`config.mk`:
```
export PLATFORM = sky130hd
export DESIGN_NAME = mux_sel_arbiter_flat
export DESIGN_NICKNAME = d
export VERILOG_FILES = /design/src/rtl/mux_sel_arbiter_if.sv /design/src/rtl/mux_sel_arbiter.sv /design/src/flat_wrapper.sv
export SDC_FILE = /design/constraint.sdc
export NUM_CORES = 1
export LEC_CHECK = 0
export ABC_CLOCK_PERIOD_IN_PS = 1900
export CORE_ASPECT_RATIO = 1.1
export CORE_UTILIZATION = 30
export CTS_CLUSTER_SIZE = 30
export DETAILED_ROUTE_END_ITERATION = 10
export PLACE_DENSITY_LB_ADDON = 0.3
export SYNTH_ARGS = -nofsm -noshare
export SYNTH_HDL_FRONTEND = slang
export SYNTH_SLANG_ARGS = --single-unit
```
`constraint.sdc`:
```
create_clock -name clk -period 1.9 [get_ports clk]
set_input_delay 0.19 -clock clk [delete_from_list [all_inputs] [get_ports clk]]
set_output_delay 0.19 -clock clk [all_outputs]
set_load 0.1 [all_outputs]
```
`src/rtl/mux_sel_arbiter_if.sv`:
```
// Request/grant bundle between the requesters and the mux select arbiter.
// The master drives requests; the slave (arbiter) returns select and grant.
interface mux_sel_arbiter_if;
  logic [2:0] req;
  logic [1:0] sel;
  logic [2:0] gnt;
  logic       gnt_valid;

  modport master (
    output req,
    input  sel,
    input  gnt,
    input  gnt_valid
  );

  modport slave (
    input  req,
    output sel,
    output gnt,
    output gnt_valid
  );
endinterface

```
`src/rtl/mux_sel_arbiter.sv`:
```
// Registered round-robin arbiter with a burst limit per grant.
// Drives the 2-bit select of a 3-input mux and never produces 2'b11.
module mux_sel_arbiter #(
  parameter int unsigned MAX_HOLD = 8
) (
  input logic               clk,
  input logic               rst_n,
  mux_sel_arbiter_if.slave  bus
);

  localparam int unsigned HOLD_W = $clog2(MAX_HOLD + 1);
  localparam logic [HOLD_W-1:0] HOLD_MAX = HOLD_W'(MAX_HOLD);
  localparam logic [HOLD_W-1:0] HOLD_ONE = HOLD_W'(1);

  typedef enum logic {
    IDLE  = 1'b0,
    GRANT = 1'b1
  } state_t;

  state_t            state, state_n;
  logic [1:0]        last_owner, last_owner_n;
  logic [HOLD_W-1:0] hold_cnt, hold_cnt_n;
  logic [1:0]        sel_q, sel_n;
  logic [2:0]        gnt_q, gnt_n;
  logic              vld_q, vld_n;

  logic              found;
  logic [1:0]        win;
  logic              owner_req;

  // Search order from last owner L is L+1, L+2, L (mod 3); only 0..2 are ever produced.
  function automatic logic [2:0] rr_pick(input logic [1:0] last, input logic [2:0] r);
    logic [2:0] res;
    res = 3'b000;
    case (last)
      2'd0: begin
        if      (r[1]) res = {1'b1, 2'd1};
        else if (r[2]) res = {1'b1, 2'd2};
        else if (r[0]) res = {1'b1, 2'd0};
      end
      2'd1: begin
        if      (r[2]) res = {1'b1, 2'd2};
        else if (r[0]) res = {1'b1, 2'd0};
        else if (r[1]) res = {1'b1, 2'd1};
      end
      default: begin
        if      (r[0]) res = {1'b1, 2'd0};
        else if (r[1]) res = {1'b1, 2'd1};
        else if (r[2]) res = {1'b1, 2'd2};
      end
    endcase
    return res;
  endfunction

  function automatic logic [2:0] onehot3(input logic [1:0] idx);
    logic [2:0] oh;
    case (idx)
      2'd0:    oh = 3'b001;
      2'd1:    oh = 3'b010;
      default: oh = 3'b100;
    endcase
    return oh;
  endfunction

  // State and registered outputs.
  always_ff @(posedge clk or negedge rst_n) begin
    if (!rst_n) begin
      state      <= IDLE;
      last_owner <= 2'd2;
      hold_cnt   <= '0;
      sel_q      <= 2'b00;
      gnt_q      <= 3'b000;
      vld_q      <= 1'b0;
    end else begin
      state      <= state_n;
      last_owner <= last_owner_n;
      hold_cnt   <= hold_cnt_n;
      sel_q      <= sel_n;
      gnt_q      <= gnt_n;
      vld_q      <= vld_n;
    end
  end

  // Next state: hold, hand off with no bubble, or fall back to idle.
  always_comb begin
    state_n      = state;
    last_owner_n = last_owner;
    hold_cnt_n   = hold_cnt;
    sel_n        = sel_q;
    gnt_n        = gnt_q;
    vld_n        = vld_q;

    {found, win} = rr_pick(last_owner, bus.req);
    // In GRANT the registered one-hot grant identifies the owner.
    owner_req    = |(bus.req & gnt_q);

    case (state)
      IDLE: begin
        if (found) begin
          state_n      = GRANT;
          last_owner_n = win;
          hold_cnt_n   = HOLD_ONE;
          sel_n        = win;
          gnt_n        = onehot3(win);
          vld_n        = 1'b1;
        end else begin
          sel_n = 2'b00;
          gnt_n = 3'b000;
          vld_n = 1'b0;
        end
      end
      GRANT: begin
        if (owner_req && (hold_cnt < HOLD_MAX)) begin
          hold_cnt_n = hold_cnt + HOLD_ONE;
        end else if (found) begin
          last_owner_n = win;
          hold_cnt_n   = HOLD_ONE;
          sel_n        = win;
          gnt_n        = onehot3(win);
          vld_n        = 1'b1;
        end else begin
          state_n    = IDLE;
          hold_cnt_n = '0;
          sel_n      = 2'b00;
          gnt_n      = 3'b000;
          vld_n      = 1'b0;
        end
      end
      default: begin
        state_n    = IDLE;
        hold_cnt_n = '0;
        sel_n      = 2'b00;
        gnt_n      = 3'b000;
        vld_n      = 1'b0;
      end
    endcase
  end

  assign bus.sel       = sel_q;
  assign bus.gnt       = gnt_q;
  assign bus.gnt_valid = vld_q;

endmodule
```
`src/flat_wrapper.sv`:
```
// flat-port wrapper written by rule: the top's interface ports become plain ports
module mux_sel_arbiter_flat 
#(
  parameter int unsigned MAX_HOLD = 8
)
  (clk, rst_n, bus_req, bus_sel, bus_gnt, bus_gnt_valid);
  mux_sel_arbiter_if bus_i ();
  input logic clk;
  input logic rst_n;
  input wire logic [$bits(bus_i.req)-1:0] bus_req;
  output wire logic [$bits(bus_i.sel)-1:0] bus_sel;
  output wire logic [$bits(bus_i.gnt)-1:0] bus_gnt;
  output wire logic [$bits(bus_i.gnt_valid)-1:0] bus_gnt_valid;
  assign bus_i.req = bus_req;
  assign bus_sel = bus_i.sel;
  assign bus_gnt = bus_i.gnt;
  assign bus_gnt_valid = bus_i.gnt_valid;
  mux_sel_arbiter #(.MAX_HOLD(MAX_HOLD)) u_core (.clk(clk), .rst_n(rst_n), .bus(bus_i));
endmodule
```
==> key figures <==
Yosys
  – Synth Warn #: 0
  – Register area share after synthesis: between 50% and 60%
  – Number of library cell types mapped by synthesis: 24
  – Register bit total from synthesis: 13
  – Syn_area_per_cell: 10.46 um^2
  – Synthesized Nets: 67
  – Post-synthesis cell count: 61
  – Netlist Area Pre-Place: 638.1 um^2

Global route
  – Grt total ovfl: 0
  – Vias in the first global route: 518
  – Initial antenna violation count: 0
  – Total GRT Usage: 14.49%
  – Largest net degree at the start of global routing: 14
  – First-pass GRT wire length: 2373 um

Worst setup path
  – Register-to-register path setup slack: 0.31 ns
  – Crit path DAT: between 1.5 and 2 ns
  – Startpoint types: flip-flop
  – CP delay by family, top: compound AO/OA/AOI/OAI gates
  – Crit. End Element: flip-flop
  – Crit path buf inv count: 1
  – Largest stage delay, worst path: approximately 0.44 ns
  – Worst Path Required: around 2.1 ns
  – Reg-to-reg critical path startpoint: u_core.bus.gnt[0]$_DFFE_PN0P_
  – R2R cell count: 4
  – Max Fanout on Critical Path: 7
  – CP startpoint: u_core.bus.gnt[0]$_DFFE_PN0P_
  – CP cell instances: a222oi_1, buf_4, nor2_2, o32ai_1
  – Slowest CP cell: a222oi_1
  – FF-to-FF End: u_core.last_owner[0]$_DFFE_PN0P_
  – WS Path Type: flip-flop to flip-flop

Clock tree
  – CTS tree: built
  – Root Driver: clkbuf_4
  – PostCTS Resize Cnt: 0
  – Hold buffer count at CTS: 0
  – Clock Pin Slew Worst Setup and Hold Paths: 0.08 ns
  – Clk_lat worst skew: 0.28 ns
  – CTS Buf Count: 3
  – Clk sinks: 13
  – Max Root-Sink Buffers: 2
  – Setup bufs post-CTS: 0
  – H-tree Lvls: 1

Power and ir drop
  – P_leak: 0.3603 nW
  – Power density cells: 1762 mW/mm^2
  – Highest ir drop seen on vdd: 0.9315 mV

Place
  – Cell total after placement: approximately 100
  – Cell area after placement: a little under 800 um^2
  – Routability cong.: 0.7669
  – Place WS: 0.08838 ns
  – Post-DP HPWL: 1031 um
  – Port Buffers: 10

STA
  – Clock period minus worst slack: 1.590 ns
  – RSZ-0062 raised after global routing: no
  – Setup Viol. Count Final: 0
  – Slew Viols, Final: 0
  – Max Fclk: 629.0 MHz
  – Slew headroom: 60.93%
  – Worst Clk Skew: approximately 0.0069 ns
  – Final hold violations: 0
  – Worst slew pin tran: 0.5842 ns
  – Post-route clock period utilization: 83.68%
  – Final worst slack: 0.3102 ns
  – Final setup TNS: 0 ns

Route
  – Vias: 525
  – 1st-iter DRT viols: 10
  – Drt total wl: 1385 um
  – Final ANT Viol Nets: 0
  – DR vias/cell: 4.907
  – # DRC: 0
  – First-pass iteration count of the detailed router: 4
  – Drt wl/cell: 12.94 um

Final layout
  – Total Nets Final: 86
  – Commonest non-fill, non-tap cells in the layout: buf_4, dfrtp_1, inv_1
  – Multi-input gate area: 281.5 um^2
  – Share of layout cells above drive strength 1: 32.91%
  – Diode count: 0
  – Register area: 330.3 um^2
  – Non-Filler Instances: 107
  – Layout area overhead: 28.82%
  – Leading cell type in the layout, fill and taps excluded: buf_4
  – Final Cell Area: 822.0 um^2
  – Fill cell count: around 220
  – Final Util: 41.11%

Die
  – I/O pin total: 11
  – Core area: 0.001999 mm^2
  – Starting Density: a little under a third
  – Row cnt: 17
  – Die height: between 50 and 60 um
  – Die Footprint: 0.002316 mm^2
  – Die X-Extent: 45.98 um

Run status
  – Status: completed

Flow run
  – MaxCap Viol Count: 0

Hold path
  – Min-delay worst type: input pin to async pin
-- metrics by stage --
stage                     hold slack, ns  total power, mW
after detailed placement          0.5328            1.287
final                             0.2779            1.448
after global routing              0.3216            1.543
after global placement            0.5306            1.280
after floorplan                  -0.1056            1.085
after CTS                         0.2980            1.466
-- worst reg2reg max path, delay by kind of cell, from the launching register on --
kind | cells | cell delay, ns
AO/OA/AOI/OAI | 2 | 0.75
buffers and inverters | 1 | 0.23
flip-flops | 1 | 0.43
AND/OR/NAND/NOR | 1 | 0.08
-- sequential cells by signal, indices dropped and copies added (netlist names) --
name                  count
u_core.last_owner         2
u_core.state              1
u_core.bus.gnt_valid      1
u_core.bus.gnt            3
u_core.hold_cnt           4
u_core.bus.sel            2
-- Yosys cell counts --
master / n / area share (%)
o211a_1: 1 / 1.6
o21a_1: 1 / 1.2
dfrtp_1: 12 / 47
o31ai_1: 5 / 5.9
a222oi_1: 1 / 1.6
nor2b_1: 1 / 0.98
dfstp_2: 1 / 4.1
clkbuf_1: 1 / 0.59
o22a_2: 1 / 1.6
or3b_2: 5 / 6.9
nor2_2: 1 / 0.98
nand2_1: 5 / 2.9
nor3_1: 3 / 2.4
nor2_1: 1 / 0.59
inv_1: 7 / 4.1
ha_1: 1 / 2.0
a22oi_1: 2 / 2.4
or2_2: 1 / 0.98
xor2_1: 1 / 1.4
nand4_1: 1 / 0.98
nand4b_1: 1 / 1.4
nand2b_1: 2 / 2.0
o32ai_1: 2 / 2.7
o22ai_1: 4 / 3.9
-- metal layers --
layer | vias to the layer above | track usage, % | share of wire, %
met5 | - | 0 | 0
met4 | 0 | 4.412 | 0.72
met3 | 2 | 6.475 | 3.9
met2 | 9 | 20.66 | 46
met1 | 252 | 19.45 | 49
li1 | 262 | - | -
-- worst max-delay path by stage --
stage	to	slack, ns	cells after the start
finish	u_core.last_owner[0]$_DFFE_PN0P_	0.31	4
global route	u_core.last_owner[0]$_DFFE_PN0P_	0.20	4
CTS	u_core.last_owner[0]$_DFFE_PN0P_	0.31	4
detailed placement	u_core.last_owner[0]$_DFFE_PN0P_	0.09	5
global placement	u_core.last_owner[1]$_DFFE_PN1P_	0.13	5
floorplan	u_core.last_owner[1]$_DFFE_PN1P_	0.04	3
-- where the power goes --
| group | total, mW | switching [mW] | leakage, nW | internal, mW |
|---|---|---|---|---|
| logic | 0.819 | 0.574 | 0.192 | 0.245 |
| registers | 0.458 | 0.0746 | 0.154 | 0.384 |
| clock network | 0.171 | 0.0893 | 0.0150 | 0.0815 |
| total | 1.45 | 0.738 | 0.360 | 0.710 |
-- layout make-up --
type / instances / share of cell area [%]
Clock buffer: 4 / 3.196
Sequential cell: 13 / 40.18
Tap cell: 28 / 4.262
Inverter: 7 / 3.196
Multi-Input combinational cell: 40 / 34.25
Timing Repair Buffer: 15 / 14.92
-- logic make-up after synthesis --
| logic type | share of synthesized area (%) |
|---|---|
| AO/OA/AOI/OAI | 20.78 |
| AND/OR/NAND/NOR | 20.00 |
| buffers and inverters | 4.706 |
| XOR/XNOR | 1.373 |
| flip-flops | 51.18 |
| adder cells (fa/ha/maj) | 1.960 |
Note: power is estimated with default switching activity, not from simulation.
